===== config.mk =====
export PLATFORM = sky130hd
export DESIGN_NAME = mem_ctrl
export DESIGN_NICKNAME = d
export VERILOG_FILES = /design/src/rtl/mem_ctrl.sv
export SDC_FILE = /design/constraint.sdc
export NUM_CORES = 1
export LEC_CHECK = 0
export ABC_CLOCK_PERIOD_IN_PS = 6450
export CELL_PAD_IN_SITES_DETAIL_PLACEMENT = 0
export CELL_PAD_IN_SITES_GLOBAL_PLACEMENT = 2
export CORE_ASPECT_RATIO = 1.4
export CORE_MARGIN = 4
export CORE_UTILIZATION = 28
export CTS_BUF_LIST = sky130_fd_sc_hd__clkbuf_16
export CTS_CLUSTER_SIZE = 24
export DETAILED_ROUTE_END_ITERATION = 6
export GPL_ROUTABILITY_DRIVEN = 1
export PLACE_DENSITY_LB_ADDON = 0.2
export REMOVE_ABC_BUFFERS = 1
export SLEW_MARGIN = 40
export SYNTH_ARGS = -nofsm -noshare
export SYNTH_HDL_FRONTEND = slang
export SYNTH_SLANG_ARGS = --single-unit

===== constraint.sdc =====
create_clock -name clk -period 6.45 [get_ports clk]
set_clock_uncertainty 0.05 [all_clocks]
set_input_delay 1.29 -clock clk [delete_from_list [all_inputs] [get_ports clk]]
set_output_delay 1.29 -clock clk [all_outputs]
set_load 0.01 [all_outputs]

===== src/rtl/mem_ctrl.sv =====
// rtl/mem_ctrl.sv - byte-serial RAM arbiter for instruction fetch and multi-byte MEM accesses
// MEM wins over IF; loads and stores of 1/2/4 bytes run one byte per cycle.
module mem_ctrl #(
  parameter int ADDR_W = 32
) (
  input  logic              clk,
  input  logic              rst,
  input  logic              if_req_i,
  input  logic [ADDR_W-1:0] if_addr_i,
  output logic [7:0]        if_byte_o,
  output logic              if_stall_o,
  input  logic              mem_req_i,
  input  logic              mem_we_i,
  input  logic [ADDR_W-1:0] mem_addr_i,
  input  logic [1:0]        mem_len_i,
  input  logic [31:0]       mem_wdata_i,
  output logic [31:0]       mem_rdata_o,
  output logic              mem_done_o,
  output logic              mem_busy_o,
  output logic [ADDR_W-1:0] ram_addr_o,
  output logic              ram_wr_o,
  output logic [7:0]        ram_dout_o,
  input  logic [7:0]        ram_din_i
);

  typedef enum logic [2:0] {IDLE, IF_PASS, MEM_RD, MEM_WR, DONE} state_t;

  state_t            state;
  logic              we_q;
  logic [ADDR_W-1:0] base_q;
  logic [1:0]        last_q;
  logic [31:0]       wdata_q;
  logic [31:0]       rdata_q;
  logic [1:0]        k;

  always_ff @(posedge clk) begin
    if (rst) begin
      state   <= IDLE;
      we_q    <= 1'b0;
      base_q  <= '0;
      last_q  <= 2'd0;
      wdata_q <= 32'h0;
      rdata_q <= 32'h0;
      k       <= 2'd0;
    end else begin
      case (state)
        IDLE, IF_PASS: begin
          if (mem_req_i) begin
            we_q    <= mem_we_i;
            base_q  <= mem_addr_i;
            last_q  <= (mem_len_i == 2'b00) ? 2'd0 : (mem_len_i == 2'b01) ? 2'd1 : 2'd3;
            wdata_q <= mem_wdata_i;
            k       <= 2'd0;
            if (!mem_we_i) rdata_q <= 32'h0;
            state   <= mem_we_i ? MEM_WR : MEM_RD;
          end else begin
            state <= if_req_i ? IF_PASS : IDLE;
          end
        end
        MEM_RD: begin
          // RAM is one cycle behind: this cycle's ram_din_i belongs to byte k-1
          if (k != 2'd0) rdata_q[{k - 2'd1, 3'b000} +: 8] <= ram_din_i;
          if (k == last_q) state <= DONE;
          else             k     <= k + 2'd1;
        end
        MEM_WR: begin
          if (k == last_q) state <= DONE;
          else             k     <= k + 2'd1;
        end
        DONE: begin
          if (!we_q) rdata_q[{last_q, 3'b000} +: 8] <= ram_din_i;
          k     <= 2'd0;
          state <= IDLE;
        end
        default: state <= IDLE;
      endcase
    end
  end

  always_comb begin
    ram_addr_o  = '0;
    ram_wr_o    = 1'b0;
    ram_dout_o  = 8'h0;
    if_stall_o  = 1'b0;
    mem_rdata_o = rdata_q;
    case (state)
      IDLE, IF_PASS: begin
        if (mem_req_i)     if_stall_o = 1'b1;
        else if (if_req_i) ram_addr_o = if_addr_i;
      end
      MEM_RD: begin
        if_stall_o = 1'b1;
        ram_addr_o = base_q + ADDR_W'(k);
      end
      MEM_WR: begin
        if_stall_o = 1'b1;
        ram_addr_o = base_q + ADDR_W'(k);
        ram_wr_o   = 1'b1;
        ram_dout_o = wdata_q[{k, 3'b000} +: 8];
      end
      DONE: begin
        if_stall_o = 1'b1;
        // the final load byte arrives during DONE; show it alongside the done pulse
        if (!we_q) mem_rdata_o[{last_q, 3'b000} +: 8] = ram_din_i;
      end
      default: ;
    endcase
  end

  assign if_byte_o  = ram_din_i;
  assign mem_done_o = (state == DONE);
  assign mem_busy_o = (state == MEM_RD) || (state == MEM_WR) || (state == DONE);

endmodule


Yosys cells after proc, flatten, opt, wreduce, memory -nomap -nowiden
Index checks and enable logic that the tools add are counted.
{ "word_totals": {"register_bits": 104, "inputBits": 111, "out_inout_bits": 84} }
{ "classes": {"add_sub_neg": 5, "eq_ne": 11, "shift": 5, "mux": 25, "n_reduce_logical": 13} }
{ "ops": {"columns": ["cell", "n"], "rows": [
  ["$mux W32", 7],
  ["$pmux W32 S3", 1],
  ["$bwmux W32", 2],
  ["$pmux W32 S2", 1],
  ["$shift A8 B7 Y32 const A", 2],
  ["$shiftx A8 B7 Y32", 2],
  ["$add A32 B2 Y32", 1],
  ["$shiftx A32 B6 Y8", 1],
  ["$neg A5 Y7", 2],
  ["$mux W2", 5],
  ["$mux W8", 1],
  ["$ne A2 B2 Y1 const B", 4],
  ["$eq A3 B2 Y1 const B", 2],
  ["$pmux W2 S3", 1],
  ["$pmux W3 S2", 1],
  ["$reduce_bool A3 Y1", 2],
  ["$mux W1", 4],
  ["$reduce_and A4 Y1", 1],
  ["$reduce_or A2 Y1", 2],
  ["$eq A3 B1 Y1 const B", 1],
  ["$eq A3 B3 Y1 const B", 1],
  ["$logic_not A3 Y1", 1],
  ["$mux W3", 1],
  ["$reduce_and A3 Y1", 1],
  ["other kinds (11)", 12]
]} }

Logic depth before layout (Yosys ltp)
Gate-level depths: netlist of run 1.
{ "depth": {"depth_word": 6, "depth_mapped": 10, "depth_no_buf": 7} }

Worst setup path before layout of run 1
No wires, ideal clock.
{ "synth_timing": {"path_type": "input port to output port", "startpoint": "in mem_req_i", "endpoint": "out ram_addr_o[10]", "arrival_ps": 2246, "t_required_ps": 5110, "slack_ps": 2864, "stages": 5, "path_buffers": 1, "path_cell_list": "nand2b_1 > nor3_1 > clkbuf_1 > nand2_1 > o21ai_0"} }
{ "synth_between": {"elab_chain_len": 2} }
{ "synth_lines": {"columns": ["element", "line", "text"], "rows": [
  ["from (decl)", "12", "input logic mem_req_i,"],
  ["$mux W32", "88", "if (mem_req_i) if_stall_o = 1'b1;"],
  ["$pmux W32 S2", "86", "case (state)"],
  ["to (decl)", "20", "output logic [ADDR_W-1:0] ram_addr_o,"]
]} }
No other way between the ends.

Worst setup path in the final report of run 1
{ "layout_timing": {"startpoint": "reg k[1]", "endpoint": "out ram_addr_o[24]"} }
{ "layout_between": {"elab_chain_len": 2} }
{ "layout_lines": {"columns": ["element", "line", "text"], "rows": [
  ["from (decl)", "34", "logic [1:0] k;"],
  ["from (signal assigned)", "64", "else k <= k + 2'd1;"],
  ["from (signal assigned)", "68", "else k <= k + 2'd1;"],
  ["$add A32 B2 Y32", "93, 97", null],
  ["$pmux W32 S2", "86", null]
]} }
No other way between the ends.

==> results of run 1 <==
[cell usage in the layout (no fill, tap or decap), types with 2 or more instances in the layout]
master,n
nand2_1,218
clkdlybuf4s50_1,193
a21oi_1,118
dfxtp_1,104
nor3_1,45
o21ai_0,27
a22o_1,26
xor2_1,23
nor2_1,20
a21o_1,17
nand3_1,16
a32oi_1,16
a41o_1,16
and3_1,14
nand4_1,13
ha_1,13
buf_4,11
o21ai_1,10
xnor2_1,9
a211oi_1,9
clkbuf_16,9
inv_1,8
nand2b_1,8
mux4_2,8
a31o_2,8
diode_2,4
nor3b_2,3
and2_1,2
nor3_2,2
and3b_1,2
nor4b_2,2
nor3_4,2
inv_6,2
[cells by family after synthesis]
family | Yosys count
buffers and inverters | 98
adders and majority gates | 14
xor gates and xnor gates | 32
DFF | 104
muxes | 8
AOI/OAI and AO/OA | 252
and+or+nand+nor | 364
[worst max-delay path, stage by stage, from the launching register on]
cell and delay (ns):
dfxtp_1 0.83, fa_1 0.38, nand4_1 0.18, nor4_4 0.59, nand3_1 0.18, xor2_1 0.20, o21ai_0 0.15, clkdlybuf4s50_1 0.57
[through the flow]
stage | hold slack, ns | instances
finish | 0.405 | 1308
global route | 0.424 | 1307
CTS | 0.408 | 1304
detailed placement | 0.396 | 1288
global placement | 0.390 | 1288
floorplan | 0.377 | 783
[state kept, by name (all words and copies together) (netlist names)]
name / flops
last_q: 2
we_q: 1
k: 2
wdata_q: 32
rdata_q: 32
base_q: 32
state: 3
[metal layers]
metal,vias to the layer above,wire (um)
met5,-,20
met4,2,486
met3,21,1370
met2,163,11700
met1,3081,9760
li1,3326,-
[cells in the mapped netlist (all sizes together), types with 4 or more instances]
library cell	n	area [um2]
a21oi	119	607
and3	14	87.6
a31o	8	70.1
o21ai	38	194
nand2	220	833
a22o	26	228
dfxtp	104	2080
nor2	22	90.1
ha	13	163
xnor2	9	78.8
a211oi	9	67.6
mux4	8	180
nor3	49	268
nand4	14	103
xor2	23	201
a21o	17	128
buf	36	213
nand2b	8	50.1
a41o	16	160
clkbuf	53	199
a32oi	16	140
nor4b	4	62.6
inv	9	33.8
nand3	16	80.1
[layout make-up]
| class | count | area share [%] |
|---|---|---|
| multi-input combinational | 670 | 45.5 |
| timing repair buffer | 204 | 22.8 |
| clock inverter | 7 | 0.751 |
| clock buffer | 9 | 2.55 |
| sequential | 104 | 23.6 |
| tap | 301 | 4.27 |
| antenna | 4 | 0.113 |
| inverter | 9 | 0.383 |
[power breakdown]
group          switching [mW]  internal [mW]
Combinational           0.224          0.189
Clock                   0.285          0.272
Sequential             0.0389          0.679
Total                   0.548           1.14
[worst paths after layout]
kind	start	endpoint	slack (ns)	cells after the start
setup / recovery	k[1]$_SDFFE_PP0P_	ram_addr_o[24]	1.67	7
hold / removal	wdata_q[28]$_SDFFE_PP0P_	wdata_q[28]$_SDFFE_PP0P_	0.41	2
setup reg to reg	state[0]$_SDFFE_PP0P_	rdata_q[4]$_SDFFE_PP0P_	3.29	7
hold reg to reg	wdata_q[28]$_SDFFE_PP0P_	wdata_q[28]$_SDFFE_PP0P_	0.41	2
==> results.md, run 1 <==
- CP Data Required Time: 5.11 ns
- EDFF count, synth: 0
- CTS resizes: 0
- Fillers: 2440
- DR vias/cell: 5.04
- GR Overflow Total: 0
- Kind of critical path: reg2out
- Layout cells sized above 1: 6.68%
- Power density over cell area: 191 nW/um2
- Die Y-Extent: 189 um
- Final WL: 23300 um
- Top_reg_cell synth: dfxtp_1
- Met1 GRT Util: 21.0%
- Pre-CTS WS: 1.91 ns
- H-tree depth: 3
- Root buf cell: clkbuf_16
- Register Area: 2080 um2
- Final Cycle Share: 74.0%
- Gp weighted congestion: 0.747
- CTS tree: built
- CP endpoint kind: output pin
- Outcome: completed
- Die area: 25900 um2
- #FFs+latches synth: 104
- Max Cap Viol: 0
- Worst-case clock buffer depth: 2
- Fin util: 38.8%
- Core area: 22800 um2
- Xor/xnor cell area share of the yosys netlist: 4.29%
- Dpl cell area: 8530 um2
- Setup violators final: 0
- Met2 Usage GRT: 30.0%
- # DRC: 0
- Final net count: 1123
- Routed vias: 6593
- DRT antenna net count: 0
- CP arrival: 3.44 ns
- F_max: 0.209 GHz
- Initial Utilization: 28.7%
- Multi-input logic area: 4020 um2
- Initial DRT Pass Iterations: 7
- Relative slew margins: 46.1%
- Synth Area in Simple Gates: 26.7%
- Hold Crit Class: reg2reg
- Synth async-reset ratio: 0%
- Worst-path clk slew: 0.08 ns
- Drt initial violations: 320
- Initial antenna violation count: 4
- Row count: 65
- Worst setup SP type: flop
- Yosys synthesis warning count: 0
- Mux share of post-synthesis cell area: 2.76%
- Die Width: 137 um
- Leak: 3.27 nW
- Largest family of logic cells by synthesized area: simple AND/OR/NAND/NOR gates
- Minimum clock period: 4.78 ns
- RSZ-0062 raised after global routing: no
- PnR worst setup slack: 1.67 ns
- CTS buffer count: 9
- Worst Tran Pin Value: 0.809 ns
- First-pass GRT wire length: 35900 um
- M3 GR Usage: 4.41%
- CTS sink cnt: 104
- Synthesized area per cell: 7.49 um2
- Hold Vio Cnt, Final: 0
- Area delta synth->final: 35.2%
- Max Slew Vio Count: 0
- Largest net degree at the start of global routing: 72
- Synth Area in Compound Gates: 24.8%
- Post-detail-place hpwl: 15900 um
- Busiest grt layer: met2
- Hold_buf cts: 0
- Synth Instances: 872
- Final Power: 1.69 mW
- Number of global-route vias before repair: 6422
- Post-CTS setup buffers: 0
- Setup TNS Final: 0 ns
- Port bufs: 194
- Register area share after synthesis: 31.9%
- Post-Synth Adder-Cell Area: 2.80%
- Crit Path Max Fanout: 15
- GRT Util Overall: 17.5%
- IO Pins: 195
- Later-pin clock latency in the skew report: 0.35 ns
- Synth cell types: 52
- Peak supply drop: 111 uV
- Final Cell Area: 8830 um2
- Average wire per standard cell: 17.8 um
- Synthesized area: 6530 um2
Power figures use the tool's default switching activity.
==> inputs of run 2 (changes only) <==
--- a/config.mk
+++ b/config.mk
@@ -5,12 +5,12 @@
 export SDC_FILE = /design/constraint.sdc
 export NUM_CORES = 1
 export LEC_CHECK = 0
-export ABC_CLOCK_PERIOD_IN_PS = 6450
+export ABC_CLOCK_PERIOD_IN_PS = 4600
 export CELL_PAD_IN_SITES_DETAIL_PLACEMENT = 0
 export CELL_PAD_IN_SITES_GLOBAL_PLACEMENT = 2
 export CORE_ASPECT_RATIO = 1.4
 export CORE_MARGIN = 4
-export CORE_UTILIZATION = 28
+export CORE_UTILIZATION = 26
 export CTS_BUF_LIST = sky130_fd_sc_hd__clkbuf_16
 export CTS_CLUSTER_SIZE = 24
 export DETAILED_ROUTE_END_ITERATION = 6
==> constraint.sdc (replaced) <==
create_clock -name clk -period 4.6 [get_ports clk]
set_clock_uncertainty 0.05 [all_clocks]
set_input_delay 0.92 -clock clk [delete_from_list [all_inputs] [get_ports clk]]
set_output_delay 0.92 -clock clk [all_outputs]
set_load 0.01 [all_outputs]
==> run 2 against run 1 <==
Against the previous run: register-to-register slack worse by 1.8 ns; via count grew 1.0%; highest routed layer is now met4; clock power increased by 40%; die area rose by 7.3%; final area is 1.2% higher.
==> results.md, run 2 (synthesized netlist as in run 1, its figures left out) <==
- DR vias/cell: 5.01
- Critical Path Slowest Stage Cell: nor4_4
- Worst-path clk slew: 0.07 ns
- Power density over cell area: 266 nW/um2
- Die Width: 142 um
- Initial DRT Pass Iterations: 4
- Die area: 27800 um2
- Flop-to-flop setup slack: 1.51 ns
- Gp weighted congestion: 0.754
- CP cell instances: ha_1 -> fa_1 -> nand4_1 -> nor4_4 -> nand4_1 -> xor2_1 -> o21ai_0 -> clkdlybuf4s50_1
- DRT antenna net count: 0
- Setup violators final: 0
- GR Overflow Total: 0
- F_max: 0.245 GHz
- Commonest non-fill, non-tap cell in the layout: nand2_1
- Final Cell Area: 8940 um2
- Dpl cell area: 8640 um2
- Post-detail-place hpwl: 16500 um
- CP Data Required Time: 3.63 ns
- Fin util: 36.2%
- PnR worst setup slack: 0.524 ns
- Fillers: 2692
- H-tree depth: 3
- Largest net degree at the start of global routing: 77
- GRT Util Overall: 17.1%
- CTS buffer count: 9
- IO Pins: 195
- Worst-case clock buffer depth: 2
- CP arrival: 3.11 ns
- Hold Crit Class: reg2reg
- CTS resizes: 0
- Drt initial violations: 342
- Average wire per standard cell: 17.9 um
- Max Slew Vio Count: 0
- Kind of critical path: reg2out
- Crit Path Max Fanout: 9
- Initial Utilization: 26.5%
- Minimum clock period: 4.08 ns
- Max Cap Viol: 0
- Port bufs: 194
- Pre-CTS WS: 0.778 ns
- Core area: 24700 um2
- Die Y-Extent: 196 um
- Setup TNS Final: 0 ns
- Biggest regs: base_q x32, rdata_q x32, wdata_q x32
- Relative slew margins: 52.2%
- CTS sink cnt: 104
- Worst r2r dst: rdata_q[13]$_SDFFE_PP0P_
- Hold Vio Cnt, Final: 0
- Row count: 68
- Hold Slack: 0.404 ns
- CP dominant cell by count: nand4_1
- CP endpoint: ram_addr_o[28]
- Initial antenna violation count: 1
- Root buf cell: clkbuf_16
- Area delta synth->final: 36.9%
- Final WL: 23900 um
- Final net count: 1134
- CP endpoint kind: output pin
- Met2 routed WL: 12000 um
- Worst Tran Pin Value: 0.717 ns
- # DRC: 0
- Most frequent cells in the layout: nand2_1, clkdlybuf4s50_1, a21oi_1
- M1 WL: 10100 um
- Peak supply drop: 180 uV
- Outcome: completed
- CTS tree: built
- Leak: 3.33 nW
- Crit path largest cell delay: 0.61 ns
- Worst setup SP type: flop
- Register Area: 2080 um2
- Worst Reg-to-Reg Cells: 8
- Number of global-route vias before repair: 6642
- RSZ-0062 raised after global routing: no
- Routed vias: 6662
- Later-pin clock latency in the skew report: 0.36 ns
- Final Cycle Share: 88.6%
- Highest metal used: met4
- Post-CTS setup buffers: 0
- Critical path origin: k[0]$_SDFFE_PP0P_
- Multi-input logic area: 4020 um2
- Wire length on met3: 1210 um
- Hold_buf cts: 0
- Worst Min Path Start: wdata_q[6]$_SDFFE_PP0P_
- Layout cells sized above 1: 7.40%
- First-pass GRT wire length: 38000 um
- Reg-to-Reg Start: state[0]$_SDFFE_PP0P_
## run 2: cell types whose count changed in the layout (fill, tap and decap cells not counted), sizes merged
cell,previous run,this run
buf,11,22
diode,4,2
## run 2: layout make-up
cell class | instances | share of cell area [%]
Inverter | 9 | 0.378
Sequential cell | 104 | 23.3
Tap cell | 315 | 4.41
Timing Repair Buffer | 215 | 23.7
Clock buffer | 9 | 2.52
Multi-Input combinational cell | 670 | 44.9
Clock inverter | 7 | 0.728
Antenna cell | 2 | 0.0560
## run 2: worst max-delay path: cells and delay by family, from the launching register on
| kind | cells | cell delay (ns) |
|---|---|---|
| and+or+nand+nor | 3 | 1.02 |
| buffers and inverters | 1 | 0.57 |
| adders and majority gates | 2 | 0.46 |
| DFF | 1 | 0.35 |
| xor gates and xnor gates | 1 | 0.19 |
| AOI/OAI and AO/OA | 1 | 0.16 |
## run 2: how the worst min path moves through the flow
stage               slack [ns]                       end  cells after the start
finish                    0.40   wdata_q[6]$_SDFFE_PP0P_                      2
global route              0.43   wdata_q[9]$_SDFFE_PP0P_                      2
CTS                       0.41  wdata_q[20]$_SDFFE_PP0P_                      2
detailed placement        0.39  wdata_q[20]$_SDFFE_PP0P_                      2
global placement          0.39  wdata_q[16]$_SDFFE_PP0P_                      2
floorplan                 0.38  wdata_q[16]$_SDFFE_PP0P_                      2
## run 2: per-stage QoR
stage	cells	power, mW
after floorplan	783	1.30
after global placement	1313	1.63
after detailed placement	1313	1.63
after CTS	1329	2.43
after global routing	1331	2.51
final	1331	2.38
## run 2: per-layer routing
metal | GRT usage (%) | vias to the layer above
met4 | 5.58 | 0
li1 | - | 3350
met5 | 0 | -
met3 | 3.21 | 20
met1 | 21.1 | 3140
met2 | 29.5 | 152
## run 2: power by group
group / switching, mW / total (mW) / internal (mW)
registers: 0.0528 / 1.01 / 0.952
logic: 0.321 / 0.596 / 0.275
clock network: 0.399 / 0.779 / 0.380
